### src/rtl/pb_gesture_decoder.sv
// rtl/pb_gesture_decoder.sv - push-button gesture decoder (short/long/double click); define PB_REPEAT_EN for auto-repeat
module pb_gesture_decoder #(
    parameter logic [23:0] LONG_CYCLES   = 24'd12_000_000,
    parameter logic [23:0] DCLICK_CYCLES = 24'd6_000_000,
    parameter logic [23:0] REPEAT_CYCLES = 24'd3_000_000
) (
    input  logic clk,
    input  logic reset,
    input  logic pb_state,
    input  logic pb_down,
    input  logic pb_up,
    output logic short_press,
    output logic long_press,
    output logic double_click,
    output logic repeat_tick,
    output logic busy
);

    typedef enum logic [2:0] {
        IDLE,
        PRESSED,
        WAIT_SECOND,
        DRAIN,
        LONG_HELD
    } state_t;

    state_t      state, state_nxt;
    logic [23:0] cnt, cnt_nxt, cnt_inc;
    logic        dn, up;
    logic        short_nxt, long_nxt, double_nxt;

    // Simultaneous press and release pulses cancel each other out.
    assign dn      = pb_down & ~pb_up;
    assign up      = pb_up & ~pb_down;
    assign cnt_inc = (&cnt) ? cnt : cnt + 24'd1;
    assign busy    = (state != IDLE);

`ifdef PB_REPEAT_EN
    logic repeat_nxt;
`endif

    always_comb begin
        state_nxt  = state;
        cnt_nxt    = cnt;
        short_nxt  = 1'b0;
        long_nxt   = 1'b0;
        double_nxt = 1'b0;
`ifdef PB_REPEAT_EN
        repeat_nxt = 1'b0;
`endif
        case (state)
            IDLE: begin
                if (dn)
                    state_nxt = PRESSED;
                else if (pb_state && !up)
                    state_nxt = DRAIN;
            end
            PRESSED: begin
                cnt_nxt = cnt_inc;
                if (up) begin
                    state_nxt = WAIT_SECOND;
                end else if (cnt >= LONG_CYCLES - 24'd1) begin
                    long_nxt  = 1'b1;
                    state_nxt = LONG_HELD;
                end
            end
            WAIT_SECOND: begin
                cnt_nxt = cnt_inc;
                if (dn) begin
                    double_nxt = 1'b1;
                    state_nxt  = DRAIN;
                end else if (cnt >= DCLICK_CYCLES - 24'd1) begin
                    short_nxt = 1'b1;
                    state_nxt = IDLE;
                end
            end
            DRAIN: begin
                if (up || !pb_state)
                    state_nxt = IDLE;
            end
            LONG_HELD: begin
                if (up) begin
                    state_nxt = IDLE;
                end
`ifdef PB_REPEAT_EN
                // Period restarts on each tick, so ticks land every REPEAT_CYCLES.
                else if (cnt >= REPEAT_CYCLES - 24'd1) begin
                    repeat_nxt = 1'b1;
                    cnt_nxt    = '0;
                end else begin
                    cnt_nxt = cnt_inc;
                end
`endif
            end
            default: state_nxt = IDLE;
        endcase
        if (state_nxt != state)
            cnt_nxt = '0;
    end

    always_ff @(posedge clk) begin
        if (!reset) begin
            state        <= IDLE;
            cnt          <= '0;
            short_press  <= 1'b0;
            long_press   <= 1'b0;
            double_click <= 1'b0;
        end else begin
            state        <= state_nxt;
            cnt          <= cnt_nxt;
            short_press  <= short_nxt;
            long_press   <= long_nxt;
            double_click <= double_nxt;
        end
    end

`ifdef PB_REPEAT_EN
    always_ff @(posedge clk) begin
        if (!reset)
            repeat_tick <= 1'b0;
        else
            repeat_tick <= repeat_nxt;
    end
`else
    assign repeat_tick = 1'b0;
`endif

endmodule

### config.mk
export PLATFORM = sky130hd
export DESIGN_NAME = pb_gesture_decoder
export DESIGN_NICKNAME = d
export VERILOG_FILES = /design/src/rtl/pb_gesture_decoder.sv
export SDC_FILE = /design/constraint.sdc
export NUM_CORES = 1
export LEC_CHECK = 0
export ABC_AREA = 0
export CAP_MARGIN = 20
export CORE_MARGIN = 2
export CORE_UTILIZATION = 45
export DETAILED_ROUTE_END_ITERATION = 10
export HOLD_SLACK_MARGIN = 0.03
export SYNTH_ARGS = -nofsm -noshare
export SYNTH_HDL_FRONTEND = slang
export SYNTH_SLANG_ARGS = --single-unit
### constraint.sdc
create_clock -name clk -period 2.2 [get_ports clk]
set_input_delay 0.44 -clock clk [delete_from_list [all_inputs] [get_ports clk]]
set_output_delay 0.44 -clock clk [all_outputs]
set_load 0.05 [all_outputs]
* Word level (Yosys, flattened, before mapping)
Index checks and enable logic that the tools add are counted. W data, S select, Z words.
Cells by class: $lt $le $gt $ge 2, reductions and logical operators 13, div/mod/pow operators 0, add/subtract/negate cells 1, multiply operators 0, bitwise gates (word level) 8, mux-type cells 12, equality and inequality tests 5, shift-type cells 0
Operators with widths (count):
- $add A24 B1 Y24 const B | 1
- $ge A24 B23 Y1 const B | 1
- $ge A24 B24 Y1 const B | 1
- $mux W3 | 8
- $reduce_and A24 Y1 | 1
- $pmux W3 S5 | 1
- $eq A3 B2 Y1 const B | 2
- $not A1 Y1 | 6
- $reduce_or A3 Y1 | 2
- $reduce_and A2 Y1 | 2
- $reduce_or A2 Y1 | 2
- $eq A3 B1 Y1 const B | 1
- $eq A3 B3 Y1 const B | 1
- $logic_not A3 Y1 | 1
- $mux W1 | 3
- $ne A3 B3 Y1 | 1
- $reduce_bool A3 Y1 | 1
- $and A1 B1 Y1 | 2
- $logic_not A1 Y1 | 2
- $logic_and A1 B1 Y1 | 1
- $logic_or A1 B1 Y1 | 1
Storage, ports and cells: memories 0, logic and storage cells 46, output and inout bits 5, flip-flop bits (word level) 30, input bits 5, memory bits (writable) 0, bits in read-only memories 0, bits in latches 0

* Logic depth before layout (Yosys ltp)
word-level depth 9, mapped depth 8, gate-level depth less buffers 7

* Least setup slack after synthesis
Ideal clock, no wire load.
kind register -> register, start register cnt[0], end register cnt[8], arrival 1.911 ns, required time 2.136 ns, clock period less this slack 1.975 ns, buffers on the path 1, setup time 0.064 ns, slack 0.225 ns, cell stages (with the launch flop) 9, cell sequence dfxtp_1 > ha_1 > and2_0 > and4_1 > a41oi_1 > o21ai_0 > a221o_2 > buf_6 > nor2_1
Between the ends: word-level cells in the longest chain between the ends 6, elaborated cells between the ends (all ways) 13, classes of those cells 1 x add/sub; 2 x order compare; 1 x eq/ne; 5 x mux; 1 x bitwise; 3 x reduce/logical
Ends and longest elaborated chain:
- from (decl) | RTL line 28 | logic [23:0] cnt, cnt_nxt, cnt_inc;
- from (signal assigned) | RTL line 110 | cnt <= cnt_nxt;
- $ge A24 B23 Y1 / $ge A24 B24 Y1 (equally long branches) | RTL line 72, 62
- $mux W3 (on tied branches) | RTL line 72, 62
- $mux W3 (on tied branches) | RTL line 69, 60
- $pmux W3 S5 | RTL line 51 | case (state)
- $ne A3 B3 Y1 | RTL line 97 | if (state_nxt != state)
- $reduce_or A2 Y1 (no source line)
Several ways; a longest one is shown, not always the timed one. A chain may end at the register's enable or synchronous reset.

* Final worst setup path
start register cnt[0], end register cnt[17]
The elaborated chain is that of the path after synthesis.

==> impl_metrics.env <==
export IMPL_fp_dieH_um=65.2
export IMPL_synth_xor_area_share_pct=12.0
export IMPL_vias=1511
export IMPL_power_density_nw_per_um2=642
export IMPL_grt_ovfl_total=0
export IMPL_fin_nets=227
export IMPL_layout_drive_gt1_share_pct=12.2
export IMPL_required_ps=2420
export IMPL_ctsRootBufferMaster="clkbuf_8"
export IMPL_vias_per_cell=5.60
export IMPL_crit_buf_inv=1
export IMPL_grt_pass1_wl_um=6290
export IMPL_antenna_found_initial=0
export IMPL_yosysTopAreaCell="dfxtp_1"
export IMPL_worstSetupPathType="register to register"
export IMPL_synth_mux_area_share_pct=0.595
export IMPL_clock_latency_ps=280
export IMPL_antenna_cells=0
export IMPL_ioPinCount=10
export IMPL_synth_compound_area_share_pct=12.2
export IMPL_crit_fanout=24
export IMPL_htree_levels=2
export IMPL_peakVddDrop_mv=0.441
export IMPL_post_synth_cell_area_avg_sq_um=8.25
export IMPL_port_buffers=8
export IMPL_critPathTopFamily="compound AO/OA/AOI/OAI gates"
export IMPL_setup_viol=0
export IMPL_ys_warn_count=0
export IMPL_cp_data_arrival_time_ps=2280
export IMPL_areaGrowthSynthToFinish_pct=17.2
export IMPL_syn_area_sq_um=1680
export IMPL_core_area_sq_um=3630
export IMPL_synth_cell_types=47
export IMPL_start_util_pct=46.3
export IMPL_die_w_um=65.2
export IMPL_leakage_uw=0.000713
export IMPL_post_route_period_util_pct=93.9
export IMPL_rows=22
export IMPL_grt_pass1_vias=1444
export IMPL_tritoncts="yes"
export IMPL_place_congestion=0.821
export IMPL_skew_ps=8.31
export IMPL_end_kind="register"
export IMPL_cp_cell_sequence="ha_1, and2_0, and4_1, a41oi_1, o21ai_1, a221o_2, buf_12, nor2_1"
export IMPL_synth_simple_gate_area_share_pct=33.5
export IMPL_grt_util_all_layers_pct=19.1
export IMPL_final_core_util_pct=54.3
export IMPL_fill_cells=353
export IMPL_drt_iter0_markers=67
export IMPL_yosysSeqAreaShare_pct=35.7
export IMPL_final_common_cell="dfxtp_1"
export IMPL_drt_pass1_iterations=5
export IMPL_postSynthCellCount=204
export IMPL_fin_crit_ps=2070
export IMPL_rsz0062_at_grt="false"
export IMPL_final_cell_mix="30 x dfxtp_1, 29 x nor2_1, 20 x xor2_1"
export IMPL_total_power_uw=1270
export IMPL_synthAdderAreaFrac_pct=1.34
export IMPL_drv_slew=0
export IMPL_wl_per_cell_um=13.1
export IMPL_ys_top_cells_by_area="dfxtp_1 36%, xor2_1 10%, nor2_1 6.5%, nand4_1 3.7%, a21oi_1 3.6%"
export IMPL_cp_slowest_cell="a221o_2"
export IMPL_synth_edf_count=0
export IMPL_critPathMaxStageDelay_ps=410
export IMPL_status="finished, final reports clean"
export IMPL_ant_nets=0
export IMPL_async_reset_ff_share_pct=0
export IMPL_hold_path_class="register to register"
export IMPL_synth_net_count=210
export IMPL_synth_top_family_by_area="simple AND/OR/NAND/NOR gates"
export IMPL_drc_errors=0
export IMPL_cts_sinks=30
export IMPL_hold_violations=0
export IMPL_ys_ff_latch=30
export IMPL_startpoint_type="register"
export IMPL_synth_ff_type="dfxtp_1"
export IMPL_drt_wl_total_um=3550
export IMPL_hpwlAfterDp_um=2540
export IMPL_yosysTopAreaCellShare_pct=35.7
export IMPL_cts_inserted_buffers=5
export IMPL_grt_max_degree=25
export IMPL_die_area_sq_um=4250
export IMPL_clockBufferDepth=2
export IMPL_clk_pin_slew_ps=60
export IMPL_maxCapViolations=0
export IMPL_max_freq_mhz=484
export IMPL_cts_hold_buf=0
==> kinds of logic after synthesis <==
group,Yosys count
AO/OA/AOI/OAI,29
buffers and inverters,15
adder cells (fa/ha/maj),2
multiplexers,1
flip-flops,30
AND/OR/NAND/NOR,103
XOR/XNOR,23
other,1
==> final timing paths <==
kind	start	endpoint	slack [ps]	depth (start not counted)
min	cnt[1]	cnt[1]	540	2
max reg2reg	cnt[0]	cnt[17]	130	8
min reg2reg	cnt[1]	cnt[1]	540	2
max	cnt[0]	cnt[17]	130	8
==> what timing repair did <==
item,4_1_cts,5_1_grt
buffers inserted,0,0
setup endpoints to repair,1,24
gates resized for setup,1,3
==> stage by stage <==
step	cells	TNS (ps)	hold WS (ps)	setup WS, ps	instance area, sq um
final	270	0	540	134	1970
after global routing	270	0	594	32.9	1970
after floorplan	204	0	485	225	1680
after detailed placement	262	-3420	521	-148	1870
after global placement	262	-1510	505	-65.5	1870
after CTS	270	0	541	56.7	1960
==> area by class of cell <==
class / instances / area, sq um / area share, %
tap: 48 / 60.1 / 3.05
clock inverter: 1 / 5.00 / 0.254
clock buffer: 7 / 86.3 / 4.38
multi-input combinational: 159 / 1020 / 51.5
sequential: 30 / 601 / 30.5
timing repair buffer: 21 / 189 / 9.58
inverter: 4 / 15.0 / 0.761
==> Yosys cell counts (all sizes together) (6+ instances only) <==
master   n
nand3   10
nand2   11
nand4   10
clkbuf   7
nor2    29
and3     7
nand2b   6
xor2    20
a21oi   12
dfxtp   30
==> registers in the layout (all words and copies together) (netlist names) <==
| signal | cells |
|---|---|
| state | 3 |
| double_click | 1 |
| long_press | 1 |
| short_press | 1 |
| cnt | 24 |
==> metal layers <==
metal | routed length (um) | GRT usage (%) | part of all wire [%]
met1 | 1640 | 23.5 | 46
met2 | 1670 | 31.6 | 47
met3 | 193 | 5.14 | 5.4
met4 | 50 | 7.81 | 1.4
met5 | 0 | 0 | 0
==> report_power, final <==
part	total, uW	internal, uW	switching, uW
combinational	240	96.9	143
sequential	574	556	17.7
clock	453	252	201
total	1270	905	362
==> worst register-to-register path: stages (launching register included) <==
cell and delay, ps:
dfxtp_1 330, ha_1 210, and2_0 170, and4_1 250, a41oi_1 160, o21ai_1 180, a221o_2 410, buf_12 170
nor2_1 120
Power figures use the tool's default switching activity.
